**src/rtl/alu_pipe.sv**
```systemverilog
// Registered execute-stage ALU with valid/ready handshake, carry-chained ADC/SBB,
// shifts and a WIDTH-cycle shift-add multiplier.
module alu_pipe #(
    parameter int WIDTH  = 32,
    parameter bit MUL_EN = 1'b1
) (
    input  logic             clk,
    input  logic             reset,
    input  logic             i_valid,
    output logic             o_ready,
    input  logic [3:0]       i_ALU_Ctrl,
    input  logic [WIDTH-1:0] i_Op1,
    input  logic [WIDTH-1:0] i_Op2,
    input  logic             i_CC_WE,
    output logic             o_valid,
    input  logic             i_ready,
    output logic [WIDTH-1:0] o_rslt,
    output logic [3:0]       o_CCodes
);

    localparam int LG = $clog2(WIDTH);
    localparam int unsigned CNT_LAST_I = WIDTH - 1;
    localparam logic [LG:0] CNT_LAST = CNT_LAST_I[LG:0];

    localparam logic [0:0] S_IDLE = 1'b0;
    localparam logic [0:0] S_MUL  = 1'b1;

    localparam logic [3:0] OP_ADD = 4'b0001;
    localparam logic [3:0] OP_SUB = 4'b0010;
    localparam logic [3:0] OP_OR  = 4'b0011;
    localparam logic [3:0] OP_AND = 4'b0100;
    localparam logic [3:0] OP_NOT = 4'b0101;
    localparam logic [3:0] OP_XOR = 4'b0110;
    localparam logic [3:0] OP_ADC = 4'b0111;
    localparam logic [3:0] OP_SBB = 4'b1000;
    localparam logic [3:0] OP_SHL = 4'b1001;
    localparam logic [3:0] OP_SHR = 4'b1010;
    localparam logic [3:0] OP_SRA = 4'b1011;
    localparam logic [3:0] OP_MUL = 4'b1100;

    // Signed overflow: effective operand signs agree but the result sign differs.
    function automatic logic f_ovf(input logic a_msb, input logic b_msb,
                                   input logic r_msb, input logic is_sub);
        logic b_eff;
        b_eff = b_msb ^ is_sub;
        return (a_msb == b_eff) && (r_msb != a_msb);
    endfunction

    logic [0:0]         r_state;
    logic [2*WIDTH-1:0] r_acc;
    logic [WIDTH-1:0]   r_mcand;
    logic [LG:0]        r_cnt;
    logic               r_cc_we;

    logic                    w_accept;
    logic                    w_is_mul;
    logic                    w_cin;
    logic                    w_mul_done;
    logic                    w_mul_c;
    logic [LG-1:0]           w_amt;
    logic [WIDTH:0]          w_ext;
    logic [WIDTH:0]          w_shl_ext;
    logic [WIDTH:0]          w_shr_ext;
    logic signed [WIDTH:0]   w_sra_ext;
    logic [WIDTH:0]          w_mul_add;
    logic [2*WIDTH-1:0]      w_acc_next;
    logic [WIDTH-1:0]        w_rslt;
    logic                    w_c;
    logic                    w_v;

    assign o_ready  = (r_state == S_IDLE) && (!o_valid || i_ready);
    assign w_accept = i_valid && o_ready;
    assign w_is_mul = MUL_EN && (i_ALU_Ctrl == OP_MUL);
    assign w_cin    = o_CCodes[2];
    assign w_amt    = i_Op2[LG-1:0];

    // Shifts carry one guard bit so the last bit shifted out lands in it (0 when amount is 0).
    assign w_shl_ext = {1'b0, i_Op1} << w_amt;
    assign w_shr_ext = {i_Op1, 1'b0} >> w_amt;
    assign w_sra_ext = $signed({i_Op1, 1'b0}) >>> w_amt;

    assign w_mul_add  = {1'b0, r_acc[2*WIDTH-1:WIDTH]}
                      + (r_acc[0] ? {1'b0, r_mcand} : {(WIDTH+1){1'b0}});
    assign w_acc_next = {w_mul_add, r_acc[WIDTH-1:1]};
    assign w_mul_c    = |w_acc_next[2*WIDTH-1:WIDTH];
    assign w_mul_done = (r_state == S_MUL) && (r_cnt == CNT_LAST);

    // Single-cycle result and C/V flags for the op being presented.
    always_comb begin
        w_ext  = {(WIDTH+1){1'b0}};
        w_rslt = {WIDTH{1'b0}};
        w_c    = 1'b0;
        w_v    = 1'b0;
        case (i_ALU_Ctrl)
            OP_ADD, OP_ADC: begin
                w_ext  = {1'b0, i_Op1} + {1'b0, i_Op2}
                       + {{WIDTH{1'b0}}, (i_ALU_Ctrl == OP_ADC) && w_cin};
                w_rslt = w_ext[WIDTH-1:0];
                w_c    = w_ext[WIDTH];
                w_v    = f_ovf(i_Op1[WIDTH-1], i_Op2[WIDTH-1], w_ext[WIDTH-1], 1'b0);
            end
            OP_SUB, OP_SBB: begin
                w_ext  = {1'b0, i_Op1} - {1'b0, i_Op2}
                       - {{WIDTH{1'b0}}, (i_ALU_Ctrl == OP_SBB) && w_cin};
                w_rslt = w_ext[WIDTH-1:0];
                w_c    = w_ext[WIDTH];
                w_v    = f_ovf(i_Op1[WIDTH-1], i_Op2[WIDTH-1], w_ext[WIDTH-1], 1'b1);
            end
            OP_OR:  w_rslt = i_Op1 | i_Op2;
            OP_AND: w_rslt = i_Op1 & i_Op2;
            OP_NOT: w_rslt = ~i_Op1;
            OP_XOR: w_rslt = i_Op1 ^ i_Op2;
            OP_SHL: begin
                w_rslt = w_shl_ext[WIDTH-1:0];
                w_c    = w_shl_ext[WIDTH];
            end
            OP_SHR: begin
                w_rslt = w_shr_ext[WIDTH:1];
                w_c    = w_shr_ext[0];
            end
            OP_SRA: begin
                w_rslt = w_sra_ext[WIDTH:1];
                w_c    = w_sra_ext[0];
            end
            default: w_rslt = {WIDTH{1'b0}};
        endcase
    end

    // FSM and multiplier: accumulator starts as {0, Op2} and shifts right once per step.
    always_ff @(posedge clk or posedge reset) begin
        if (reset) begin
            r_state <= S_IDLE;
            r_acc   <= {(2*WIDTH){1'b0}};
            r_mcand <= {WIDTH{1'b0}};
            r_cnt   <= {(LG+1){1'b0}};
            r_cc_we <= 1'b0;
        end else begin
            case (r_state)
                S_IDLE: begin
                    if (w_accept && w_is_mul) begin
                        r_state <= S_MUL;
                        r_acc   <= {{WIDTH{1'b0}}, i_Op2};
                        r_mcand <= i_Op1;
                        r_cnt   <= {(LG+1){1'b0}};
                        r_cc_we <= i_CC_WE;
                    end
                end
                S_MUL: begin
                    r_acc <= w_acc_next;
                    r_cnt <= r_cnt + {{LG{1'b0}}, 1'b1};
                    if (w_mul_done) begin
                        r_state <= S_IDLE;
                    end
                end
                default: r_state <= S_IDLE;
            endcase
        end
    end

    // Output register and condition codes; loads from the multiplier or a single-cycle op.
    always_ff @(posedge clk or posedge reset) begin
        if (reset) begin
            o_valid  <= 1'b0;
            o_rslt   <= {WIDTH{1'b0}};
            o_CCodes <= 4'b0000;
        end else if (w_mul_done) begin
            o_valid <= 1'b1;
            o_rslt  <= w_acc_next[WIDTH-1:0];
            if (r_cc_we) begin
                o_CCodes <= {w_mul_c, w_mul_c, w_acc_next[WIDTH-1],
                             w_acc_next[WIDTH-1:0] == {WIDTH{1'b0}}};
            end
        end else if (w_accept && !w_is_mul) begin
            o_valid <= 1'b1;
            o_rslt  <= w_rslt;
            if (i_CC_WE) begin
                o_CCodes <= {w_v, w_c, w_rslt[WIDTH-1], w_rslt == {WIDTH{1'b0}}};
            end
        end else if (o_valid && i_ready) begin
            o_valid <= 1'b0;
        end
    end

endmodule

```
**config.mk**
```make
export PLATFORM = sky130hd
export DESIGN_NAME = alu_pipe
export DESIGN_NICKNAME = d
export VERILOG_FILES = /design/src/rtl/alu_pipe.sv
export SDC_FILE = /design/constraint.sdc
export NUM_CORES = 1
export LEC_CHECK = 0
export CORE_MARGIN = 2
export CORE_UTILIZATION = 50
export CTS_BUF_LIST = sky130_fd_sc_hd__clkbuf_4 sky130_fd_sc_hd__clkbuf_8
export DETAILED_ROUTE_END_ITERATION = 10
export PLACE_DENSITY_LB_ADDON = 0.2
export REMOVE_ABC_BUFFERS = 1
export SYNTH_ARGS = -nofsm -noshare
export SYNTH_HDL_FRONTEND = slang
export SYNTH_SLANG_ARGS = --single-unit
```
**constraint.sdc**
```tcl
create_clock -name clk -period 12.1 [get_ports clk]
set_input_delay 1.815 -clock clk [delete_from_list [all_inputs] [get_ports clk]]
set_output_delay 1.815 -clock clk [all_outputs]
set_load 0.02 [all_outputs]
```
==> flow_metrics.tcl, run 1 <==
set metrics [dict create \
    r2r-start "o_CCodes[2]$_DFFE_PP0P_" \
    fin_hold_ws_ns 0.479 \
    hp-class "flip-flop to flip-flop" \
    remaining_drc_errors 0 \
    maxCapViolations 0 \
    slowest_delay_ns 0.93 \
    routedWlPerCell_um 30.0 \
    crit_chain "clkdlybuf4s50_1, nor2_1, nand4_1, fa_1, inv_1, ha_1, nor2_1, fa_1, nor3b_1, o21ai_0, o31ai_1, mux2_2, a222oi_1, nand3_1, nor4_1, nand4_1, nor3_2, nand4_1, o31ai_2" \
    cp.required_ns 12.57 \
    vias 20400 \
    tns_ns 0 \
    finClkSkew_ns 0.0418 \
    synth_edf_count 0 \
    worst_pin_slew_ns 1.22 \
    layout_commonest_cell "nand2_1" \
    postCtsSetupRepairBufs 0 \
    start_kind "primary input" \
    dr_wl_met3_um 11500 \
    drive_above_1_share_pct 7.20 \
    final_core_utilization_pct 55.5 \
    clockRootBuffer "clkbuf_8" \
    dp_hpwl_um 65600 \
    gp_congestion 1.12 \
    cpMaxStageDelayCell "clkdlybuf4s50_1" \
    dieArea_um2 38000 \
    peakVddDrop_mv 0.123 \
    ant_nets 0 \
    drt-vias-per-instance 7.07 \
    max-slew-margin-rel_pct 18.3 \
    top_layer "met5" \
    fin_crit_ns 7.37 \
    post-place-ws_ns 4.41 \
    avgSynthCellArea_um2 7.54 \
    grt_pass1_wl_um 127000 \
    endpoint_kind "flip-flop" \
    ys_warn_count 0 \
    tritoncts "done" \
    area_growth_pct 8.81 \
    cts-resized-gates 0 \
    portBuffers 110 \
    clock_sinks 141 \
    grt_start_max_net_pins 90 \
    ys_seq_area_share_pct 19.3 \
    power_density_nw_per_um2 124 \
    final_hold_viol_count 0 \
    numCtsBuffers 17 \
    startpoint "i_ALU_Ctrl[2]" \
    yosysUniqueCellTypes 96 \
    r2r_slack_ns 6.61 \
    placement_rows 69 \
    critPathKind "primary input to flip-flop" \
    route.layer.met1.wl_um 33900 \
    drv_slew 0 \
    max_freq_mhz 136 \
    core_um2 35700 \
    period_share_pct 60.9 \
    cts_hold_buf 0 \
    fp.dieH_um 195 \
    grt_util_all_layers_pct 45.1 \
    synth-main-ff-cell "dfrtp_1" \
    nets 2654 \
    grt_overflow 0 \
    ctsHtreeMaxLevel 4 \
    ios 111 \
    antenna_found_initial 3 \
    fillers 3414 \
    die_w_um 195 \
    synth.ff_latch_count 141 \
    final_cell_mix "304 x nand2_1, 212 x nor2_1, 210 x o21ai_0, 201 x a21oi_1, 160 x ha_1" \
    setup_viol 0 \
    initial_core_util_pct 51.0 \
    clkTransAtPathRegs_ns 0.13 \
    synth_area_um2 18200 \
    rsz0062_at_grt "false" \
    wl_um 86700 \
    p_leak_nw 8.59 \
    cp_max_fo 22 \
    crit_top_cell "nand4_1" \
    grt_pass1_vias 19300 \
    clock_latency_ns 0.54 \
    worst_slack_ns 4.73 \
    min_from "r_mcand[22]$_DFFE_PP0P_" \
    cts_max_path_buffers 2 \
    first_iter_violations 3020 \
    status "finished, final reports clean" \
    dr_wl_met2_um 35700 \
    syn-instance-count 2421 \
    cp.arrival_ns 7.84 \
    dr.pass1.iters 10 \
    synthArstFlopShare_pct 100 \
]
-- flip-flops by register name, summed over array words and instances, names as in the netlist --
signal,cells
o_CCodes,4
o_rslt,32
o_valid,1
r_acc,64
r_cc_we,1
r_cnt,6
r_mcand,32
r_state,1
-- logic make-up after synthesis --
family	count (synthesis)	synth area share (%)
simple gates	815	20.8
mux	157	11.2
buf+inv	297	6.76
compound gates	780	27.2
fa+ha+maj	165	11.5
flops	141	19.3
xor+xnor	66	3.17
-- critical path: cells and delay by family --
kind	cells	cell delay [ns]
adders and majority gates	3	1.09
AOI/OAI and AO/OA	4	1.37
muxes	1	0.43
buffers and inverters	2	0.99
and+or+nand+nor	9	2.13
-- where the power goes --
group	switching [mW]	total, mW	leakage [nW]	internal, mW
registers	0.156	0.764	1.84	0.608
logic	0.797	1.27	6.55	0.468
clock network	0.263	0.423	0.196	0.160
total	1.22	2.45	8.59	1.24
-- per-stage QoR --
| stage | total power [mW] | std cells | instance area, um^2 |
|---|---|---|---|
| floorplan | 1.46 | 2247 | 17500 |
| global placement | 1.96 | 2858 | 19400 |
| detailed placement | 1.98 | 2858 | 19400 |
| CTS | 2.41 | 2890 | 19800 |
| global route | 2.57 | 2890 | 19800 |
| finish | 2.45 | 2893 | 19900 |
-- cells in the mapped netlist (24+ instances only) --
cell type	n	area share (%)
a21oi_1	201	5.5
nor3_1	33	0.91
mux2_2	35	2.2
nand3_1	50	1.4
a31oi_1	24	0.82
nor2_1	213	4.4
and2_1	47	1.6
clkbuf_1	121	2.5
xnor2_1	38	1.8
dfrtp_1	141	19
a21o_1	26	1.1
o211ai_1	32	1.3
nand4_1	36	1.2
a211oi_1	26	1.1
o22ai_1	50	1.7
mux4_2	29	3.6
mux2i_1	86	4.7
nand2_1	304	6.3
xor2_1	28	1.3
buf_2	34	0.93
inv_1	120	2.5
o21ai_0	210	5.8
ha_1	160	11
-- cell type report --
class	count	area [um^2]	share of cell area [%]
Multi-Input combinational cell	1983	13500	68.0
Sequential cell	141	3530	17.8
Clock buffer	18	248	1.25
Tap cell	461	577	2.91
Clock inverter	14	148	0.744
Inverter	123	467	2.35
Antenna cell	3	7.51	0.0378
Timing Repair Buffer	150	1380	6.95
-- layer usage --
layer  track usage [%]  vias up
met5                 0        -
li1                  -     8842
met1              58.2     9780
met2              65.3     1501
met4              24.3        2
met3              16.5      322
-- final timing paths --
| check | end | depth (start not counted) |
|---|---|---|
| worst min register to register | r_mcand[22]$_DFFE_PP0P_ | 2 |
| max in group asynchronous | r_acc[50]$_DFFE_PP0P_ | 3 |
| worst max-delay path | o_CCodes[0]$_DFFE_PP0P_ | 19 |
| worst min-delay path | r_mcand[22]$_DFFE_PP0P_ | 2 |
| min in group asynchronous | o_CCodes[2]$_DFFE_PP0P_ | 2 |
| worst max register to register | o_CCodes[0]$_DFFE_PP0P_ | 17 |
(Power assumes the default switching activity.)
==> inputs of run 2 (changes only) <==
Clock period 12.1 ns to 6.5 ns, I/O delays scaled along.
==> run 2 against run 1 <==
  * Critical path depth unchanged
  * Global-route usage down 0.25 points
  * Sequential share of layout area down 0.20 points
  * Via count about the same
  * Sequential power up 87%
  * First-iteration DRC count down 1.2%
  * Core utilization up 0.63 points
  * Cell count up 1.0%
  * Clock-buffer cell count up 1
  * Worst setup slack worse by 3.9 ns
  * Combinational power up 87%
  * Highest routed layer unchanged
==> flow_metrics.tcl, run 2 (synthesized netlist as in run 1, its figures left out) <==
set metrics [dict create \
    power_mw 4.51 \
    first_iter_violations 2983 \
    clkTransAtPathRegs_ns 0.08 \
    fillers 3354 \
    drt-vias-per-instance 7.00 \
    routedWlPerCell_um 29.7 \
    ctsHtreeMaxLevel 4 \
    maxCapViolations 0 \
    setup_viol 0 \
    dp_hpwl_um 67100 \
    layout_commonest_cell "nand2_1" \
    dr.pass1.iters 8 \
    fp.dieH_um 195 \
    initial_core_util_pct 51.0 \
    peakVddDrop_mv 0.228 \
    drv_slew 0 \
    hp-class "flip-flop to flip-flop" \
    postCtsSetupRepairBufs 0 \
    die_w_um 195 \
    placed_area_um2 19700 \
    cts_max_path_buffers 2 \
    clock_latency_ns 0.51 \
    design_area_um2 20100 \
    cp.required_ns 6.90 \
    rsz0062_at_grt "false" \
    period_share_pct 86.8 \
    start_kind "primary input" \
    endpoint_kind "flip-flop" \
    grt_pass1_vias 18900 \
    ant_nets 0 \
    clock_sinks 141 \
    cp.arrival_ns 6.05 \
    critPathKind "primary input to flip-flop" \
    numCtsBuffers 17 \
    fin_crit_ns 5.64 \
    grt_pass1_wl_um 126000 \
    grt_start_max_net_pins 165 \
    antenna_found_initial 2 \
    nets 2687 \
    core_um2 35700 \
    wl_um 86900 \
    max_freq_mhz 177 \
    top_register "r_acc" \
    worst_pin_slew_ns 1.27 \
    area_growth_pct 10.0 \
    p_leak_nw 8.74 \
    final_hold_viol_count 0 \
    clockRootBuffer "clkbuf_8" \
    final_cell_mix "304 x nand2_1, 213 x nor2_1, 210 x o21ai_0, 201 x a21oi_1, 160 x ha_1" \
    grt_overflow 0 \
    largest_reg_flops 64 \
    top_regs "r_acc: 64 flops, o_rslt: 32 flops, r_mcand: 32 flops" \
    finClkSkew_ns 0.0369 \
    cts-resized-gates 0 \
    portBuffers 110 \
    power_density_nw_per_um2 224 \
    status "finished, final reports clean" \
    cp_max_fo 4 \
    remaining_drc_errors 0 \
    drive_above_1_share_pct 8.37 \
    vias 20500 \
    placement_rows 69 \
    dieArea_um2 38000 \
    ios 111 \
    grt_util_all_layers_pct 44.8 \
    gp_congestion 1.13 \
    tritoncts "done" \
    max-slew-margin-rel_pct 14.2 \
    cts_hold_buf 0 \
    final_core_utilization_pct 56.2 \
]
run 2: cell count changes in the layout (fill, tap and decap cells not counted), sizes merged:
cell / previous run / this run
buf: 45 / 78
clkbuf: 18 / 19
inv: 130 / 124
diode: 3 / 1
clkinv: 5 / 8
bufinv: 0 / 1
run 2: area by class of cell:
class	instances	area (um^2)	area share, %
diodes	1	2.50	0.0125
clock buffers	19	255	1.27
clock inverters	12	113	0.561
inverters	123	467	2.32
multi-input cells	1983	13500	67.2
flip-flops and latches	141	3530	17.6
well taps	461	577	2.87
repair buffers	183	1640	8.16
run 2: critical path, stage by stage:
cell	delay, ns
clkdlybuf4s50_1	0.44
nor2_1	0.17
nand4_1	0.15
fa_1	0.59
ha_1	0.23
nor2_1	0.08
fa_1	0.46
nor3b_1	0.17
o21ai_0	0.29
buf_4	0.19
a32oi_1	0.13
a41o_1	0.32
o311a_1	0.37
o21ai_0	0.46
mux2i_1	0.24
nor2_1	0.05
a211o_1	0.30
a211o_1	0.28
o31ai_2	0.17
run 2: metal layers:
metal,vias up,wire length [um],global-route usage [%]
met5,-,31,0
met4,4,5010,22.3
met3,290,12000,15.4
met2,1559,35000,63.9
met1,9687,34800,60.2
li1,8922,-,-
run 2: final timing paths:
| kind | from | end | slack (ns) | cells after the start |
|---|---|---|---|---|
| hold / removal | r_mcand[14]$_DFFE_PP0P_ | r_mcand[14]$_DFFE_PP0P_ | 0.48 | 2 |
| hold reg to reg | r_mcand[14]$_DFFE_PP0P_ | r_mcand[14]$_DFFE_PP0P_ | 0.48 | 2 |
| setup / recovery | i_ALU_Ctrl[2] | o_CCodes[0]$_DFFE_PP0P_ | 0.86 | 19 |
| min in group asynchronous | reset | r_acc[29]$_DFFE_PP0P_ | 1.03 | 2 |
| setup reg to reg | o_CCodes[2]$_DFFE_PP0P_ | o_CCodes[0]$_DFFE_PP0P_ | 1.26 | 17 |
| max in group asynchronous | reset | r_acc[13]$_DFFE_PP0P_ | 4.15 | 3 |
run 2: power breakdown:
part	total [mW]	switching (mW)	internal (mW)
registers	1.43	0.296	1.13
logic	2.37	1.48	0.889
clock network	0.708	0.391	0.317
run 2: per-stage QoR:
step / hold WS (ns) / setup TNS, ns / setup slack [ns] / cells
5_1_grt: 0.503 / 0 / 0.690 / 2922
6_report: 0.481 / 0 / 0.858 / 2923
4_1_cts: 0.483 / 0 / 1.05 / 2922
2_1_floorplan: 0.442 / -2.02 / -0.440 / 2247
3_3_place_gp: 0.453 / 0 / 0.652 / 2891
3_5_place_dp: 0.466 / 0 / 0.539 / 2891
